File: config.mk
export PLATFORM = sky130hd
export DESIGN_NAME = word_bit_serializer
export DESIGN_NICKNAME = d
export VERILOG_FILES = /design/src/rtl/word_bit_serializer.sv
export SDC_FILE = /design/constraint.sdc
export NUM_CORES = 1
export LEC_CHECK = 0
export CORE_ASPECT_RATIO = 0.9
export CORE_MARGIN = 5
export CORE_UTILIZATION = 50
export CTS_CLUSTER_DIAMETER = 50
export CTS_CLUSTER_SIZE = 25
export DETAILED_ROUTE_END_ITERATION = 10
export MAX_ROUTING_LAYER = met4
export PLACE_DENSITY = 0.86
export SLEW_MARGIN = 20
export SYNTH_ARGS = -nofsm -noshare
export SYNTH_HDL_FRONTEND = slang
export SYNTH_SLANG_ARGS = --single-unit
File: constraint.sdc
create_clock -name clk -period 4.4 [get_ports clk]
set_input_delay 0.44 -clock clk [delete_from_list [all_inputs] [get_ports clk]]
set_output_delay 0.44 -clock clk [all_outputs]
set_load 0.01 [all_outputs]
File: src/rtl/word_bit_serializer.sv
// Parallel-to-serial feeder: a word accepted on in_valid&&in_ready shows its first bit on x_out the next cycle;
// out_en=0 freezes the frame and blocks acceptance. Define SER_PARITY_EN to append an even-parity bit.
module word_bit_serializer #(
   parameter int WIDTH      = 8,
   parameter bit MSB_FIRST  = 1'b1,
   parameter bit IDLE_LEVEL = 1'b0
) (
   input  logic             clk,
   input  logic             reset,
   input  logic [WIDTH-1:0] in_data,
   input  logic             in_valid,
   output logic             in_ready,
   input  logic             out_en,
   output logic             x_out,
   output logic             x_valid,
   output logic             frame_start,
   output logic             frame_end,
   output logic             busy
);

   localparam int CW = $clog2(WIDTH + 1);
   localparam logic [CW-1:0] LAST_DATA = CW'(WIDTH - 1);

`ifdef SER_PARITY_EN
   typedef enum logic [1:0] {IDLE = 2'd0, SHIFT = 2'd1, PARITY = 2'd2} state_t;
`else
   typedef enum logic {IDLE = 1'b0, SHIFT = 1'b1} state_t;
`endif

   state_t           state, state_n;
   logic [WIDTH-1:0] shreg, shreg_n;
   logic [CW-1:0]    bit_cnt, bit_cnt_n;
   logic             x_out_n, x_valid_n, frame_start_n, frame_end_n;
   logic             xfer, do_load, do_idle;
`ifdef SER_PARITY_EN
   logic             par, par_n;
`endif

   function automatic logic lead_bit(input logic [WIDTH-1:0] w);
      return MSB_FIRST ? w[WIDTH-1] : w[0];
   endfunction

   function automatic logic [WIDTH-1:0] shift_on(input logic [WIDTH-1:0] w);
      return MSB_FIRST ? {w[WIDTH-2:0], 1'b0} : {1'b0, w[WIDTH-1:1]};
   endfunction

   // frame_end is only ever set while the last frame bit is on x_out
   assign in_ready = (state == IDLE) || (frame_end && out_en);
   assign xfer     = in_valid && in_ready;
   assign busy     = (state != IDLE);

   always_comb begin
      state_n       = state;
      shreg_n       = shreg;
      bit_cnt_n     = bit_cnt;
      x_out_n       = x_out;
      x_valid_n     = x_valid;
      frame_start_n = frame_start;
      frame_end_n   = frame_end;
      do_load       = 1'b0;
      do_idle       = 1'b0;
`ifdef SER_PARITY_EN
      par_n         = par;
`endif
      case (state)
         IDLE: do_load = xfer;
         SHIFT: begin
            if (out_en) begin
               if (bit_cnt != LAST_DATA) begin
                  x_out_n       = lead_bit(shreg);
                  shreg_n       = shift_on(shreg);
                  bit_cnt_n     = bit_cnt + 1'b1;
                  frame_start_n = 1'b0;
`ifdef SER_PARITY_EN
                  frame_end_n   = 1'b0;
`else
                  frame_end_n   = ((bit_cnt + 1'b1) == LAST_DATA);
`endif
               end else begin
`ifdef SER_PARITY_EN
                  state_n       = PARITY;
                  x_out_n       = par;
                  bit_cnt_n     = bit_cnt + 1'b1;
                  frame_start_n = 1'b0;
                  frame_end_n   = 1'b1;
`else
                  do_load = xfer;
                  do_idle = !xfer;
`endif
               end
            end
         end
`ifdef SER_PARITY_EN
         PARITY: begin
            if (out_en) begin
               do_load = xfer;
               do_idle = !xfer;
            end
         end
`endif
         default: state_n = IDLE;
      endcase

      // a load at end of frame keeps x_valid high so the stream stays contiguous
      if (do_load) begin
         state_n       = SHIFT;
         x_out_n       = lead_bit(in_data);
         shreg_n       = shift_on(in_data);
         bit_cnt_n     = '0;
         x_valid_n     = 1'b1;
         frame_start_n = 1'b1;
         frame_end_n   = 1'b0;
`ifdef SER_PARITY_EN
         par_n         = ^in_data;
`endif
      end
      if (do_idle) begin
         state_n       = IDLE;
         x_out_n       = IDLE_LEVEL;
         x_valid_n     = 1'b0;
         frame_start_n = 1'b0;
         frame_end_n   = 1'b0;
         bit_cnt_n     = '0;
         shreg_n       = '0;
      end
   end

   always_ff @(posedge clk or posedge reset) begin
      if (reset) begin
         state       <= IDLE;
         shreg       <= '0;
         bit_cnt     <= '0;
         x_out       <= IDLE_LEVEL;
         x_valid     <= 1'b0;
         frame_start <= 1'b0;
         frame_end   <= 1'b0;
`ifdef SER_PARITY_EN
         par         <= 1'b0;
`endif
      end else begin
         state       <= state_n;
         shreg       <= shreg_n;
         bit_cnt     <= bit_cnt_n;
         x_out       <= x_out_n;
         x_valid     <= x_valid_n;
         frame_start <= frame_start_n;
         frame_end   <= frame_end_n;
`ifdef SER_PARITY_EN
         par         <= par_n;
`endif
      end
   end

endmodule

* Yosys cells after proc, flatten, opt, wreduce, memory -nomap -nowiden
Index checks and enable logic that the tools add are counted.
Word-level totals: input bits 12, flip-flop bits (word level) 16, output and inout bits 6, word-level logic and storage cells 52
Cells by class: bitwise gates (word level) 1, equal/unequal tests 2, mux-type cells 33, reduce and logical (&&, ||, !) cells 9, add/subtract/negate cells 1
Operator list (number):
- $mux W8 | 5
- $mux W1 | 22
- $mux W4 | 5
- $reduce_bool A3 Y1 | 3
- $add A4 B1 Y4 const B | 1
- $eq A4 B3 Y1 const B | 1
- $ne A4 B3 Y1 const B | 1
- $reduce_and A3 Y1 | 1
- $logic_and A1 B1 Y1 | 2
- $pmux W1 S2 | 1
- $reduce_bool A2 Y1 | 1
- $logic_not A1 Y1 | 1
- $logic_or A1 B1 Y1 | 1
- $not A1 Y1 | 1

* Logic depth before layout (Yosys ltp)
word-level depth 9, gate-level depth with buffers 6, depth with buffers taken out 5

* Worst setup path after synthesis
No wires, ideal clock.
path type register -> register, from reg bit_cnt[0], to reg shreg[2], cell stages (with the launch flop) 7, path slack 2999 ps, required time 4279 ps, setup time 121 ps, path buffers 1, arrival time 1280 ps, cell sequence dfrtp_1 > ha_1 > nand3b_4 > and3_4 > buf_6 > a22oi_1 > nand2_1
On the way: word-level cells in the longest chain between the ends 6, elaborated cells on any way between the ends 13, those cells by class eq/ne: 1; mux: 8; reduce/logical: 4
Ends and longest elaborated chain:
- start: declaration | RTL line 32 | logic [CW-1:0] bit_cnt, bit_cnt_n;
- start signal: assignment | RTL line 143 | bit_cnt <= bit_cnt_n;
- $ne A4 B3 Y1 (*) | RTL line 69 | if (bit_cnt != LAST_DATA) begin
- $mux W1 | RTL line 69
- $mux W1 | RTL line 68 | if (out_en) begin
- $pmux W1 S2 / $mux W1 (equally long branches) | RTL line 65 | case (state)
- $reduce_bool A3 Y1 (no line) / $mux W8 (equally long branches)
- $reduce_and A3 Y1 (no line) / $mux W8 (equally long branches)
- end signal: assignment | RTL line 142 | shreg <= shreg_n;
- end: declaration | RTL line 31 | logic [WIDTH-1:0] shreg, shreg_n;
Mark *: on every way between the ends. The rest lies on a longest branch, timed or not. A chain may end at the register's enable or synchronous reset.

* Final worst setup path
from in out_en, to out in_ready
On the way: word-level cells in the longest chain between the ends 2
Ends and longest elaborated chain:
- start: declaration | RTL line 13 | input logic out_en,
- $logic_and A1 B1 Y1 | RTL line 48 | assign in_ready = (state == IDLE) || (frame_end && out_en);
- $logic_or A1 B1 Y1 | RTL line 48
- end: declaration | RTL line 12 | output logic in_ready,
No other way between the ends.

==> impl_metrics.env <==
export IMPL_outcome="finished, final reports clean"
export IMPL_hold_viol=0
export IMPL_fmax_mhz=457
export IMPL_cts_tree="done"
export IMPL_regArea_um2=375
export IMPL_synth_seq_area_share_pct=49.1
export IMPL_synth_top_area_share_pct=49.1
export IMPL_post_cts_setup_buffers=0
export IMPL_switching_share_pct=36.9
export IMPL_grt_max_degree=16
export IMPL_grt_pass1_vias=586
export IMPL_setup_violations=0
export IMPL_combPwrFrac_pct=37.4
export IMPL_synthDistinctLibCells=22
export IMPL_yosys_area_top_type="dfrtp_1"
export IMPL_path_clk_slew_ps=100
export IMPL_clk_latency_ps=300
export IMPL_antenna_cells=0
export IMPL_arrival_ps=1750
export IMPL_die_height_um=47.1
export IMPL_grt_util_all_layers_pct=15.6
export IMPL_synth_area_um2=764
export IMPL_r2r_slack_ps=2610
export IMPL_layout_commonest_cell="nand2_1"
export IMPL_end_kind="output port"
export IMPL_worstSetupPathType="input port to output port"
export IMPL_min_path_type="input port to asynchronous set/reset pin"
export IMPL_maxSlewViolCount=0
export IMPL_synthToLayoutAreaGrowth_pct=25.2
export IMPL_clock_sinks=15
export IMPL_drc_errors=0
export IMPL_pre_cts_slack_ps=2160
export IMPL_multi_input_area_um2=350
export IMPL_ir_drop_uv=265
export IMPL_syn_avg_cell_area_um2=10.2
export IMPL_drt_iter0_drc=13
export IMPL_power_density_nw_per_um2=535
export IMPL_power_switching_uw=189
export IMPL_nFillCells=111
export IMPL_fin_total_pwr_uw=512
export IMPL_start_util_pct=52.8
export IMPL_period_minus_slack_ps=2190
export IMPL_yosys_warnings=0
export IMPL_leakage_uw=0.000478
export IMPL_cts_buffers=3
export IMPL_h_tree_depth=1
export IMPL_boundaryPins=18
export IMPL_clockPowerShare_pct=15.8
export IMPL_vias_per_cell=5.69
export IMPL_cts_buffer_depth=2
export IMPL_cts_root_buffer="clkbuf_4"
export IMPL_overflow=0
export IMPL_critPathMaxFanout=6
export IMPL_grt_antenna_before_repair=0
export IMPL_seqPwrFrac_pct=46.8
export IMPL_drt_pass1_iter_count=4
export IMPL_rr_endpoint="bit_cnt[2]$_DFFE_PP0P_"
export IMPL_die_width_um=51.2
export IMPL_final_cell_mix="21 x nand2_1, 17 x clkdlybuf4s50_1, 15 x dfrtp_1, 7 x o21ai_0, 5 x a22oi_1"
export IMPL_core_area_um2=1450
export IMPL_cts_hold_buf=0
export IMPL_wirelength_um=1560
export IMPL_syn_nets=89
export IMPL_place_hpwl_um=1130
export IMPL_ant_nets=0
export IMPL_worstMarginPinSlew_ps=1010
export IMPL_synthCells=75
export IMPL_synth_seq_cells=15
export IMPL_p_int_uw=323
export IMPL_portBuffers=17
export IMPL_rows=13
export IMPL_dieArea_um2=2410
export IMPL_rr_worst_depth=3
export IMPL_cap_violations=0
export IMPL_skew_ps=12.5
export IMPL_critical_path_startpoint_type="input port"
export IMPL_drive_above_1_share_pct=10.8
export IMPL_slew_limit_headroom_pct=30.6
export IMPL_cp_data_required_time_ps=3960
export IMPL_nNetsFinal=108
export IMPL_rsz0062_at_grt="no"
export IMPL_vias=614
export IMPL_cts_resized=0
export IMPL_finalSetupTns_ps=0
export IMPL_wl_per_cell_um=14.4
export IMPL_setup_ws_ps=2210
export IMPL_r2r_start="busy$_DFFE_PP0P_"
export IMPL_finalCritPeriodShare_pct=49.7
export IMPL_ys_top_cells_by_area="dfrtp_1 49%, nand2_1 10%, a22oi_1 4.9%"
export IMPL_grt_pass1_wl_um=2550
export IMPL_place_congestion=0.699
[how the worst max path moves through the flow]
stage / startpoint / to / slack (ps) / cells after the start
global route: out_en / in_ready / 2180 / 4
global placement: out_en / in_ready / 2240 / 4
floorplan: bit_cnt[0]$_DFFE_PP0P_ / shreg[2]$_DFFE_PP0P_ / 3000 / 6
finish: out_en / in_ready / 2210 / 4
detailed placement: in_valid / bit_cnt[2]$_DFFE_PP0P_ / 2160 / 4
CTS: out_en / in_ready / 2210 / 4
[layer usage]
| layer | track usage [%] | routed length [um] | vias to the layer above |
|---|---|---|---|
| li1 | - | - | 296 |
| met1 | 17.6 | 688 | 285 |
| met2 | 24.4 | 713 | 28 |
| met3 | 4.44 | 110 | 5 |
| met4 | 11.0 | 47 | 0 |
| met5 | - | 0 | - |
[layout make-up]
cell class,instances,area share [%]
clock inverters,1,0.523
inverters,4,1.57
clock buffers,3,2.35
multi-input cells,53,36.6
repair buffers,17,17.8
flip-flops and latches,15,39.2
well taps,15,1.96
[logic make-up (layout without fill, tap and decap cells)]
group           count (synthesis)  after routing  share of synthesized area [%]
simple gates                   28             28                           18.5
compound gates                 18             18                           17.8
flops                          15             15                           49.1
buf+inv                         7             25                           5.07
mux                             3              3                           3.93
fa+ha+maj                       2              2                           3.27
xor+xnor                        2              2                           2.29
[through the flow]
step,utilization [%],hold slack [ps],std cells,cell area (um2)
2_1_floorplan,-,341,75,764
3_3_place_gp,64.2,449,104,930
3_5_place_dp,64.2,455,104,930
4_1_cts,66.1,477,108,957
5_1_grt,66.1,502,108,957
6_report,66.1,475,108,957
[synthesized netlist by cell type (all sizes together)]
cell,count
nand3b,1
a21o,1
ha,2
xor2,2
nand3,3
nor3,1
a21oi,1
a22oi,5
a22o,1
inv,4
o21ai,9
o2bb2ai,1
and3,1
nand2,21
mux2i,3
nand4,1
buf,3
dfrtp,15
[power by group through the flow]
stage | clock (uW) | sequential (uW) | combinational [uW]
after global routing | 88.6 | 248 | 210
after CTS | 82.1 | 239 | 193
after global placement | 0 | 241 | 185
after floorplan | 0 | 238 | 125
after detailed placement | 0 | 242 | 192
final | 80.8 | 240 | 191
[sequential cells by signal (all words and copies together) (netlist names)]
signal and count:
bit_cnt 4, shreg 7, frame_end 1, busy 1
x_out 1, frame_start 1
[worst max-delay path, stage by stage]
cell and delay, ps:
clkdlybuf4s50_1 580, nand2_1 80, nand2_1 100, clkdlybuf4s50_1 540
Power figures use the tool's default switching activity.
